**src/rtl/qu_common_pkg.sv**
```systemverilog
// ----------------------------------------------------------------------------
// qu_common
//    Shared definitions for the Qu front-end control slice.
//    Contents:
//       QU_PC_WIDTH         default program-counter width
//       QU_FE_FLUSH_CYCLES  default number of cycles the front end is held off
//                           after a redirect
//       fe_ctrl_state_t     sequencing states of front_end_ctrl
// ----------------------------------------------------------------------------
package qu_common;

   localparam int QU_PC_WIDTH        = 32;
   localparam int QU_FE_FLUSH_CYCLES = 3;

   typedef enum logic [1:0] {
      IDLE  = 2'd0,
      WARM  = 2'd1,
      RUN   = 2'd2,
      FLUSH = 2'd3
   } fe_ctrl_state_t;

endpackage : qu_common

```
**src/rtl/front_end_ctrl_sat_counter.sv**
```systemverilog
// ----------------------------------------------------------------------------
// qu_sat_counter
//    Up-counter that sticks at its all-ones value instead of wrapping.
//    Parameters:
//       WIDTH  counter width in bits
//    Ports:
//       clk    in   clock
//       rst    in   synchronous active-high reset, clears the count
//       inc    in   advance the count by one this cycle
//       count  out  current count
// ----------------------------------------------------------------------------
module qu_sat_counter #(
   parameter int WIDTH = 32
) (
   input  logic             clk,
   input  logic             rst,
   input  logic             inc,
   output logic [WIDTH-1:0] count
);

   logic [WIDTH-1:0] count_q;
   logic [WIDTH-1:0] count_d;

   // Increment only while there is headroom left, so the counter parks at
   // all-ones once it gets there.
   always_comb begin
      count_d = count_q;
      if (inc && (count_q != {WIDTH{1'b1}})) begin
         count_d = count_q + {{(WIDTH-1){1'b0}}, 1'b1};
      end
   end

   // Count register with synchronous clear.
   always_ff @(posedge clk) begin
      if (rst) begin
         count_q <= '0;
      end else begin
         count_q <= count_d;
      end
   end

   assign count = count_q;

endmodule : qu_sat_counter

```
**src/rtl/front_end_ctrl.sv**
```systemverilog
// ----------------------------------------------------------------------------
// front_end_ctrl
//    Sequencing controller for the Qu front end. Brings fetch then decode up
//    after start, arbitrates back-end redirects (exception > branch > jump),
//    holds the front end in a timed flush after each redirect, and turns
//    downstream fullness into per-stage stalls.
//
//    Parameters:
//       PC_WIDTH      width of the PC override
//       FLUSH_CYCLES  cycles the front end stays disabled after a redirect (>=1)
//
//    Ports:
//       clk, rst                      clock, synchronous active-high reset
//       start                         begin fetching (only looked at in IDLE)
//       exc_req / exc_target          exception redirect request and target
//       br_req  / br_target           branch-mispredict request and target
//       jmp_req / jmp_target          jump request and target
//       if_id_full, id_mp_full,
//       mp_rn_full, rob_full,
//       res_st_full                   downstream fullness flags
//       if_en, id_en                  fetch / decode enables
//       exception, branch, jump       one-cycle redirect pulses
//       pc_override                   redirect PC, held until the next redirect
//       if_stall, id_stall,
//       mp_stall, rn_stall            per-stage stalls
//       state                         current FSM state (debug)
//
//    Build option:
//       QU_FE_CTRL_PERF_EN  when defined, adds perf_redirect_cnt and
//                           perf_stall_cycles (32-bit saturating counters).
// ----------------------------------------------------------------------------
module front_end_ctrl
   import qu_common::*;
#(
   parameter int PC_WIDTH     = QU_PC_WIDTH,
   parameter int FLUSH_CYCLES = QU_FE_FLUSH_CYCLES
) (
   input  logic                clk,
   input  logic                rst,
   input  logic                start,
   input  logic                exc_req,
   input  logic [PC_WIDTH-1:0] exc_target,
   input  logic                br_req,
   input  logic [PC_WIDTH-1:0] br_target,
   input  logic                jmp_req,
   input  logic [PC_WIDTH-1:0] jmp_target,
   input  logic                if_id_full,
   input  logic                id_mp_full,
   input  logic                mp_rn_full,
   input  logic                rob_full,
   input  logic                res_st_full,
   output logic                if_en,
   output logic                id_en,
   output logic                exception,
   output logic                branch,
   output logic                jump,
   output logic [PC_WIDTH-1:0] pc_override,
   output logic                if_stall,
   output logic                id_stall,
   output logic                mp_stall,
   output logic                rn_stall,
   output fe_ctrl_state_t      state
`ifdef QU_FE_CTRL_PERF_EN
   ,
   output logic [31:0]         perf_redirect_cnt,
   output logic [31:0]         perf_stall_cycles
`endif
);

   localparam int CNT_W = $clog2(FLUSH_CYCLES + 1);
   localparam logic [CNT_W-1:0] FLUSH_LOAD = CNT_W'(FLUSH_CYCLES - 1);

   fe_ctrl_state_t      state_q, state_d;
   logic [CNT_W-1:0]    cnt_q, cnt_d;
   logic [PC_WIDTH-1:0] pcOverride_q, pcOverride_d;
   logic                excPulse_q, excPulse_d;
   logic                brPulse_q, brPulse_d;
   logic                jmpPulse_q, jmpPulse_d;
   logic                redirAccept;
   logic                feActive;

   // Redirects are honoured everywhere except IDLE, where the front end has
   // not been started and there is nothing to steer.
   assign redirAccept = (state_q != IDLE) && (exc_req || br_req || jmp_req);

   // Next-state logic. A redirect always wins over the normal progression and
   // reloads the flush counter, which is how a redirect during FLUSH restarts
   // the flush. Only the highest-priority request is recorded; the others are
   // dropped on purpose and must be re-asserted by their owners.
   always_comb begin
      state_d      = state_q;
      cnt_d        = cnt_q;
      pcOverride_d = pcOverride_q;
      excPulse_d   = 1'b0;
      brPulse_d    = 1'b0;
      jmpPulse_d   = 1'b0;

      case (state_q)
         IDLE: begin
            if (start) begin
               state_d = WARM;
            end
         end
         WARM: begin
            state_d = RUN;
         end
         RUN: begin
            state_d = RUN;
         end
         FLUSH: begin
            if (cnt_q == '0) begin
               state_d = WARM;
            end else begin
               cnt_d = cnt_q - {{(CNT_W-1){1'b0}}, 1'b1};
            end
         end
         default: begin
            state_d = IDLE;
         end
      endcase

      if (redirAccept) begin
         state_d = FLUSH;
         cnt_d   = FLUSH_LOAD;
         if (exc_req) begin
            excPulse_d   = 1'b1;
            pcOverride_d = exc_target;
         end else if (br_req) begin
            brPulse_d    = 1'b1;
            pcOverride_d = br_target;
         end else begin
            jmpPulse_d   = 1'b1;
            pcOverride_d = jmp_target;
         end
      end
   end

   // State, flush counter, override PC and pulse registers. Reset drops any
   // in-flight redirect and returns the controller to IDLE.
   always_ff @(posedge clk) begin
      if (rst) begin
         state_q      <= IDLE;
         cnt_q        <= '0;
         pcOverride_q <= '0;
         excPulse_q   <= 1'b0;
         brPulse_q    <= 1'b0;
         jmpPulse_q   <= 1'b0;
      end else begin
         state_q      <= state_d;
         cnt_q        <= cnt_d;
         pcOverride_q <= pcOverride_d;
         excPulse_q   <= excPulse_d;
         brPulse_q    <= brPulse_d;
         jmpPulse_q   <= jmpPulse_d;
      end
   end

   // Stage enables follow directly from the state: WARM lets fetch run one
   // cycle ahead of decode so the IF->ID path has something in it.
   assign feActive = (state_q == WARM) || (state_q == RUN);
   assign if_en    = feActive;
   assign id_en    = (state_q == RUN);

   // Stalls ripple backwards: a full stage stalls itself and every stage in
   // front of it. Outside WARM/RUN every stage is held stalled.
   always_comb begin
      rn_stall = 1'b1;
      mp_stall = 1'b1;
      id_stall = 1'b1;
      if_stall = 1'b1;
      if (feActive) begin
         rn_stall = rob_full | res_st_full;
         mp_stall = mp_rn_full | rn_stall;
         id_stall = id_mp_full | mp_stall;
         if_stall = if_id_full | id_stall;
      end
   end

   assign exception   = excPulse_q;
   assign branch      = brPulse_q;
   assign jump        = jmpPulse_q;
   assign pc_override = pcOverride_q;
   assign state       = state_q;

`ifdef QU_FE_CTRL_PERF_EN
   logic stallInRun;

   // Only count fetch stalls while fully running; WARM/FLUSH stalls are
   // expected sequencing, not back-pressure.
   assign stallInRun = (state_q == RUN) && if_stall;

   qu_sat_counter #(
      .WIDTH (32)
   ) u_redirect_cnt (
      .clk   (clk),
      .rst   (rst),
      .inc   (redirAccept),
      .count (perf_redirect_cnt)
   );

   qu_sat_counter #(
      .WIDTH (32)
   ) u_stall_cnt (
      .clk   (clk),
      .rst   (rst),
      .inc   (stallInRun),
      .count (perf_stall_cycles)
   );
`endif

endmodule : front_end_ctrl

```
**config.mk**
```make
export PLATFORM = sky130hd
export DESIGN_NAME = front_end_ctrl
export DESIGN_NICKNAME = d
export VERILOG_FILES = /design/src/rtl/qu_common_pkg.sv /design/src/rtl/front_end_ctrl_sat_counter.sv /design/src/rtl/front_end_ctrl.sv
export SDC_FILE = /design/constraint.sdc
export NUM_CORES = 1
export LEC_CHECK = 0
export ABC_AREA = 1
export BUFFER_PORTS_ARGS = -buffer_cell sky130_fd_sc_hd__buf_2
export CAP_MARGIN = 20
export CELL_PAD_IN_SITES_DETAIL_PLACEMENT = 0
export CELL_PAD_IN_SITES_GLOBAL_PLACEMENT = 1
export CORE_MARGIN = 5
export CORE_UTILIZATION = 29
export DETAILED_ROUTE_END_ITERATION = 16
export PLACE_DENSITY_LB_ADDON = 0.15
export RECOVER_POWER = 50
export SLEW_MARGIN = 25
export SYNTH_ARGS = -nofsm -noshare
export SYNTH_HDL_FRONTEND = slang
export SYNTH_SLANG_ARGS = --single-unit
```
**constraint.sdc**
```tcl
create_clock -name clk -period 4.16 [get_ports clk]
set_clock_uncertainty 0.15 [all_clocks]
set_input_delay 0.832 -clock clk [delete_from_list [all_inputs] [get_ports clk]]
set_output_delay 0.832 -clock clk [all_outputs]
set_load 0.01 [all_outputs]
```
# ---- Yosys cells after proc, flatten, opt, wreduce, memory -nomap -nowiden
# Index checks and enable logic that the tools add are counted.
dict set report op_classes {
  n_addsub 1
  n_reduce_logical 15
  n_bitwise 6
  eq_ne 6
  n_mux 16
}
# op count
set op_table {}
lappend op_table {{32-bit 2-to-1 mux} 2}
lappend op_table {{2-bit 2-to-1 mux} 6}
lappend op_table {{1-bit 2-to-1 mux} 7}
lappend op_table {{3-bit != test (second input constant)} 2}
lappend op_table {{2-bit one-hot mux with 3 select lines} 1}
lappend op_table {{2-bit AND reduction} 3}
lappend op_table {{2-bit OR reduction} 3}
lappend op_table {{2-bit == test (second input constant)} 2}
lappend op_table {{2-bit logical NOT} 2}
lappend op_table {{1-bit OR} 4}
lappend op_table {{2-bit nonzero test} 2}
lappend op_table {{1-bit logical OR} 3}
lappend op_table {{3-bit OR reduction} 1}
lappend op_table {{2-bit by 1-bit == test with 1-bit output (second input constant)} 1}
lappend op_table {{2-bit != test (second input constant)} 1}
lappend op_table {{1-bit NOT} 2}
lappend op_table {{2-bit by 1-bit subtractor with 2-bit output (second input constant)} 1}
lappend op_table {{1-bit logical AND} 1}
dict set report word_totals {
  register_bits 39
  out_inout_bits 43
  input_bits 107
  wordCells 51
}

# ---- Longest topological paths before layout
# Gate-level depths: netlist of run 1.
dict set report depth {
  ltp_word 5
  ltp_mapped 9
  ltp_nobuf 9
}

# ---- Worst setup path after synthesis of run 1
# Ideal clock, no wire load.
dict set report synth_path {
  path_type {register -> output}
  startpoint {register state_q[0] (netlist: state[0])}
  endpoint {output mp_stall}
  path_buffers 0
  stages_incl_launch_ff 5
  slack_ps 1845
  required_time_ps 3178
  arrival_ps 1333
  path_cell_list {dfxtp_1 inv_1 ha_1 nand2_1 or2_2}
}
dict set report synth_via {
  elab_chain_len 3
  elab_cells_between_ends 4
  cone_classes {eq/ne: 2; mux: 1; reduce/logical: 1}
}
# element line_no
set synth_rtl {}
lappend synth_rtl {{from (decl)} front_end_ctrl.sv:73} ;# fe_ctrl_state_t state_q, state_d;
lappend synth_rtl {{from (signal assigned)} front_end_ctrl.sv:149} ;# state_q <= state_d;
lappend synth_rtl {{2-bit by 1-bit == test with 1-bit output / 2-bit == test (equally long branches)} front_end_ctrl.sv:160} ;# assign feActive = (state_q == WARM) || (state_q == RUN);
lappend synth_rtl {{1-bit logical OR (*)} front_end_ctrl.sv:160}
lappend synth_rtl {{net if_en} front_end_ctrl.sv:52} ;# output logic if_en,
lappend synth_rtl {{1-bit 2-to-1 mux (*)} front_end_ctrl.sv:171} ;# if (feActive) begin
lappend synth_rtl {{to (decl)} front_end_ctrl.sv:60} ;# output logic mp_stall,
# Mark *: on every way through the listed nets, which the timed path passes. The rest lies on a longest branch.

# ---- Final worst setup path of run 1
dict set report layout_path {
  startpoint {input rst}
  endpoint {register brPulse_q (netlist: branch)}
}
dict set report layout_via {
  elab_chain_len 1
}
# element line_no
set layout_rtl {}
lappend layout_rtl {{from (decl)} front_end_ctrl.sv:39} ;# input logic rst,
lappend layout_rtl {{3-bit OR reduction (no line)} -}
lappend layout_rtl {{to (signal assigned)} front_end_ctrl.sv:153} ;# brPulse_q <= brPulse_d;
lappend layout_rtl {{to (decl)} front_end_ctrl.sv:77} ;# logic brPulse_q, brPulse_d;
# No other way between the ends.
# A chain may end at the register's enable or synchronous reset.

==> metrics.cfg, run 1 <==
[pwr]
clkPwrFrac=0.164
peakVddDrop_mv=0.186
p_leak_nw=1.87
comb_power_share=0.474
p_per_area_nw_per_um2=426
finalPower_mw=1.44
sw_frac_of_total=0.437
switching_power_uw=628
internal-power_uw=809
seqPwrFrac=0.362

[synthesis]
syn_inst=431
syn_area_per_cell_um2=6.14
synth_seq_cells=39
synth_top_area_share=0.295
synthTopCellsByCount=nand2_1 (191), inv_1 (72), dfxtp_1 (39)
syn_area_um2=2650
ys_types=27
yosys.area.top_type=dfxtp_1
ys_top_cells_by_area=dfxtp_1 (30%), nand2_1 (27%), inv_1 (10%)
synth.most_common_cell=nand2_1
synth_edf_count=0
synth_warnings=0
synthArstFlopShare=0
synthFlopType=dfxtp_1
syn_nets=541
yosysSeqAreaShare=0.295

[timing]
min_period_ps=3070
fmax_mhz=326
finalSetupViolCount=0
rsz0062_at_grt=false
period_share=0.738
hold_ws_ps=324
relSlewSlack=-0.627
final_max_slew_viol_count=38
setup_tns_ps=0
tightest_slew_ps=2440
final-hold-violation-count=0

[worst_setup_path]
worstSetupEndpointType=flop
cp-start-kind=primary input
criticalPathCategory=in -> reg
critical_path.max_fanout=37
crit_arrival_ps=3110
crit_required_ps=4190

[drt]
drc=0
drt_iter0_drc=98
viasPerCell=4.31
vias=2887
wl_per_cell_um=11.9
ant_nets=0
dr.pass1.iters=4
drt_wl_total_um=7940

[floorplanning]
die_width_um=106
core-area_um2=8810
initial_utilization=0.300
io_pins=150
row_count=34
die_height_um=106
dieArea_um2=11100

[worst_hold_path]
hp-class=reg -> reg

[clock_tree]
cts_tree=done
cts_root_buf=clkbuf_8
cts.repair.resized=0
insertion_delay_ps=280
cts.sinks=39
cts_max_path_buffers=2
cts-htree-levels=2
clk_pin_slew_worst_paths_ps=70
cts_buffers=5
cts-hold-fix-buffers=0
cts_setup_buffers=0

[final_layout]
nets=673
area_delta_synth_final_pct=27.7
drive_gt1_frac=0.290
postLayoutCoreUtil=0.383
final_cell_area_um2=3380
diodes=0

[place]
hpwl_um=5840
placed_area_um2=3350
port-buffer-count=149
place_congestion=0.743

[run_status]
violations=max-capacitance violations, max-slew violations
outcome=complete, but fails checks

[run]
cap_viol_max_count=1

[global_routing]
antenna_found_initial=0
grt_pass1_wl_um=12700
grt-ovfl-total=0
grt_pass1_vias=2723
grt_usage=0.136
grt_max_degree=42

==> worst paths after layout <==
check	start	end	cells past startpoint	slack [ps]
max	rst	branch	4	1090
min	pc_override[21]	pc_override[21]	2	320
max reg2reg	state[0]	pc_override[18]	7	2200
min reg2reg	pc_override[21]	pc_override[21]	2	320
==> cell type report <==
| cell class | count | area (um2) |
|---|---|---|
| Clock buffer | 6 | 72.6 |
| Fill cell | 1045 | 5430 |
| Inverter | 75 | 287 |
| Multi-Input combinational cell | 292 | 1400 |
| Sequential cell | 39 | 781 |
| Tap cell | 108 | 135 |
| Timing Repair Buffer | 150 | 703 |
==> per-layer routing <==
metal  global-route usage  part of all wire
met5                    0                 0
met4               0.0305            0.0077
met3               0.0465             0.078
met2                0.220              0.46
met1                0.175              0.46
==> critical path, cell delays in order <==
cell and delay [ps]:
clkbuf_1 1710, inv_1 300, nand4_1 210, inv_1 50
==> power by group through the flow <==
stage,sequential (mW),combinational [mW],clock (mW)
finish,0.521,0.681,0.235
detailed placement,0.525,0.726,0
CTS,0.518,0.728,0.241
global placement,0.522,0.717,0
floorplan,0.562,0.518,0
global route,0.531,0.772,0.256
==> stage by stage <==
step                cells  setup slack (ps)
finish                670              1090
global route          670               897
CTS                   670              1420
detailed placement    664              1120
global placement      664              1200
floorplan             431              1850
==> placed cells by master, fill, tap and decap left out, types with 2 or more instances in the layout <==
cell	netlist	routed
a21oi_1	6	6
a21oi_2	29	29
buf_2	13	109
clkbuf_1	0	41
clkbuf_8	0	5
dfxtp_1	39	39
ha_1	3	3
inv_1	72	72
inv_4	2	2
nand2_1	191	191
nand2_2	10	10
nand3_1	33	33
nor2_1	7	7
nor4_1	2	2
o21ai_0	2	2
or2_2	2	2
==> registers in the layout, indices dropped and copies added (netlist names) <==
signal	cells
cnt_q	2
state	2
jump	1
branch	1
pc_override	32
exception	1
==> logic make-up after synthesis <==
| group | Yosys count | share of synthesized area |
|---|---|---|
| DFF | 39 | 0.295 |
| buffers and inverters | 100 | 0.176 |
| AOI/OAI and AO/OA | 37 | 0.111 |
| adders and majority gates | 3 | 0.0142 |
| and+or+nand+nor | 252 | 0.404 |
(Power assumes the default switching activity.)
==> inputs of run 2 (changes only) <==
- ABC_AREA: 1 -> 0
- CORE_UTILIZATION: 29 -> 27
- clock period: 4.16 -> 3 ns (I/O delays scaled with it)
==> metrics.cfg, run 2 <==
[run_status]
outcome=completed

[place]
port-buffer-count=149
place_congestion=0.789
hpwl_um=4680
dp_cells=401
pre_cts_ws_ps=727
placed_area_um2=2660

[floorplanning]
core-area_um2=6760
die_width_um=93.2
io_pins=150
die_height_um=93.2
row_count=30
initial_utilization=0.276
dieArea_um2=8680

[synthesis]
syn_inst=182
synth_edf_count=0
syn_area_um2=1870
synth_warnings=0
ys_top_cells_by_area=dfxtp_1 (42%), a221o_1 (17%), mux2i_1 (17%)
synth.most_common_cell=dfxtp_1
synthArstFlopShare=0
yosysSeqAreaShare=0.418
ys_types=25
synth_seq_cells=39
syn_area_per_cell_um2=10.3
syn_nets=292
synth_top_area_share=0.418
synthFlopType=dfxtp_1
yosys.area.top_type=dfxtp_1
synthTopCellsByCount=dfxtp_1 (39), nor2_1 (37), a221o_1 (32), mux2i_1 (32), buf_2 (9)

[drt]
ant_nets=0
drt_iter0_drc=44
viasPerCell=4.63
vias=1891
dr.pass1.iters=4
drc=0
wl_per_cell_um=14.8
drt_wl_total_um=6030

[clock_tree]
cts_buffers=5
cts.repair.resized=0
cts_max_path_buffers=2
cts.sinks=39
cts_tree=done
cts-hold-fix-buffers=0
cts_root_buf=clkbuf_8
cts_setup_buffers=0
clk_pin_slew_worst_paths_ps=70
insertion_delay_ps=280
cts-htree-levels=2

[worst_setup_path]
r2r-start=state[0]
criticalPathCategory=reg -> out
crit_arrival_ps=1780
cp-start-kind=flop
slowest_delay_ps=370
critical_path.max_fanout=4
critical_path.top_delay_family=simple AND/OR/NAND/NOR gates
cp.depth=6
cp_cell_sequence=inv_1 > ha_1 > nand2_1 > or3_1 > or2_1 > buf_2
worstSetupEndpointType=primary output
slowest_stage=dfxtp_1
cp_num_buf_inv=2
worst-r2r-cell-count=6
critPathLaunch=state[0]
crit_required_ps=2250

[timing]
min_period_ps=2530
tightest_slew_ps=563
final_max_slew_viol_count=0
fin_ws_ps=470
finalSetupViolCount=0
final-hold-violation-count=0
relSlewSlack=0.624
setup_tns_ps=0
period_share=0.843
rsz0062_at_grt=false
hold_ws_ps=333
fmax_mhz=395

[final_layout]
area_delta_synth_final_pct=44.2
largest_reg_flops=32
nets=438
layout_commonest_cell=buf_2
fin_cells=408
postLayoutCoreUtil=0.399
drive_gt1_frac=0.390
final_cell_area_um2=2690
diodes=0
final_cell_mix=buf_2 (112), dfxtp_1 (39), nor2_1 (38), clkbuf_1 (37)

[global_routing]
grt_pass1_vias=1967
grt-ovfl-total=0
antenna_found_initial=0
grt_usage=0.136
grt_max_degree=35
grt_pass1_wl_um=9480

[pwr]
peakVddDrop_mv=0.193
p_per_area_nw_per_um2=520
finalPower_mw=1.40
p_leak_nw=1.30

[run]
cap_viol_max_count=0

[worst_hold_path]
hp-class=reg -> reg
worstHoldPathCells=1
hp-start=pc_override[13]

-- run 2: cell type report --
cell class / instances / area [um2]
sequential: 39 / 781
fill: 730 / 4060
timing repair buffer: 153 / 742
tap: 80 / 100
clock inverter: 1 / 5.00
clock buffer: 6 / 82.6
multi-input combinational: 127 / 975
inverter: 2 / 7.51
-- run 2: path summary, 6_finish.rpt --
path | endpoint | slack (ps)
worst max-delay path | if_stall | 470
worst min-delay path | pc_override[13] | 330
worst max register to register | pc_override[5] | 850
worst min register to register | pc_override[13] | 330
-- run 2: report_power, final --
| part | leakage [nW] | switching, mW | internal [mW] |
|---|---|---|---|
| combinational | 0.936 | 0.223 | 0.190 |
| sequential | 0.322 | 0.0407 | 0.593 |
| clock | 0.0470 | 0.173 | 0.180 |
-- run 2: logic make-up (layout without fill, tap and decap cells) --
| logic type | after synthesis | in the layout | synth area share |
|---|---|---|---|
| DFF | 39 | 39 | 0.418 |
| AOI/OAI and AO/OA | 40 | 40 | 0.198 |
| adders and majority gates | 3 | 3 | 0.0201 |
| muxes | 32 | 32 | 0.172 |
| and+or+nand+nor | 52 | 52 | 0.136 |
| buffers and inverters | 16 | 162 | 0.0563 |
-- run 2: per-layer routing --
metal	GRT usage	share of wire	up-vias	wire length, um
li1	-	-	969	-
met1	0.176	0.44	821	2650
met2	0.213	0.44	97	2670
met3	0.0539	0.11	4	667
met4	0.0330	0.0066	0	40
met5	0	0	-	0
==> inputs of run 3 (changes only) <==
- ABC_AREA: 0 -> 1
- CORE_UTILIZATION: 27 -> 29
- clock period: 3 -> 2.45 ns (I/O delays scaled with it)
==> metrics.cfg, run 3 (synthesis results as in run 1) <==
[worst_hold_path]
hp-class=reg -> reg
hp-start=pc_override[18]

[timing]
finalSetupViolCount=0
fmax_mhz=442
rsz0062_at_grt=false
setup_tns_ps=0
tightest_slew_ps=1150
relSlewSlack=0.233
final-hold-violation-count=0
period_share=0.923
final_max_slew_viol_count=0
min_period_ps=2260

[worst_setup_path]
slowest_delay_ps=400
cp_cell_sequence=inv_1 > ha_1 > nand2_1 > or2_2 > buf_2
critPathLaunch=state[0]
slowest_stage=dfxtp_1
criticalPathCategory=reg -> out
r2r-start=state[0]
cp-start-kind=flop
critical_path.max_fanout=6
crit_required_ps=1810
worstSetupEndpointType=primary output
crit_arrival_ps=1620
reg2reg_setup_slack_ps=540

[final_layout]
largest_reg_flops=32
fin_cells=675
regArea_um2=781
multi_input_area_um2=1400
drive_gt1_frac=0.296
layout_commonest_cell=nand2_1
diodes=0
area_delta_synth_final_pct=29.4
final_cell_mix=nand2_1 (191), buf_2 (111), inv_1 (73), clkbuf_1 (40), dfxtp_1 (39)
nets=676
fill_cells=1027

[drt]
wl_per_cell_um=12.0
dr.pass1.iters=4
vias=2846
drt_iter0_drc=68
drc=0
ant_nets=0
viasPerCell=4.22
drt_wl_total_um=8070

[floorplanning]
die_width_um=106
initial_utilization=0.300
dieArea_um2=11100
row_count=34
core-area_um2=8810
io_pins=150
die_height_um=106

[clock_tree]
cts_tree=done
cts_root_buf=clkbuf_8
clk_pin_slew_worst_paths_ps=70
cts-htree-levels=2
cts.sinks=39
cts.repair.resized=0
cts-hold-fix-buffers=0
cts_setup_buffers=0
insertion_delay_ps=290
cts_max_path_buffers=2
cts_buffers=5

[place]
port-buffer-count=149
hpwl_um=5910
place_congestion=0.771
dp_cells=667

[pwr]
finalPower_mw=2.46
peakVddDrop_mv=0.253
p_per_area_nw_per_um2=720
p_leak_nw=1.90

[global_routing]
grt-ovfl-total=0
grt_max_degree=42
antenna_found_initial=0
grt_usage=0.146
grt_pass1_wl_um=13500
grt_pass1_vias=2905

[run_status]
outcome=completed

[run]
cap_viol_max_count=0

-- run 3: metal layers --
metal | share of wire | global-route usage
met1 | 0.46 | 0.182
met2 | 0.45 | 0.242
met3 | 0.079 | 0.0495
met4 | 0.0089 | 0.0379
met5 | 0 | 0
-- run 3: worst paths after layout --
check                     to  cells after the start
max                 mp_stall                      5
min          pc_override[18]                      2
max reg2reg  pc_override[18]                      7
min reg2reg  pc_override[18]                      2
-- run 3: critical path: cells and delay by family, from the launching register on --
| family | cells | cell delay (ps) |
|---|---|---|
| buffers and inverters | 2 | 220 |
| DFF | 1 | 400 |
| and+or+nand+nor | 2 | 340 |
| adders and majority gates | 1 | 370 |
-- run 3: layout make-up --
type | instances | area share
clock buffer | 7 | 0.0223
timing repair buffer | 153 | 0.216
tap | 108 | 0.0395
clock inverter | 1 | 0.00146
inverter | 75 | 0.0837
multi-input combinational | 292 | 0.409
sequential | 39 | 0.228
-- run 3: metrics by stage --
step / cell area [um2] / setup WS, ps / hold slack (ps) / util
detailed placement: 3390 / 482 / 309 / 0.385
finish: 3420 / 187 / 320 / 0.389
CTS: 3470 / 157 / 321 / 0.394
floorplan: 2650 / 477 / 314 / -
global route: 3420 / 78.1 / 345 / 0.389
global placement: 3390 / 532 / 303 / 0.385
-- run 3: power breakdown --
group,internal [mW],total (mW),switching (mW)
Sequential,0.789,0.878,0.0888
Combinational,0.403,1.17,0.767
Clock,0.200,0.417,0.217
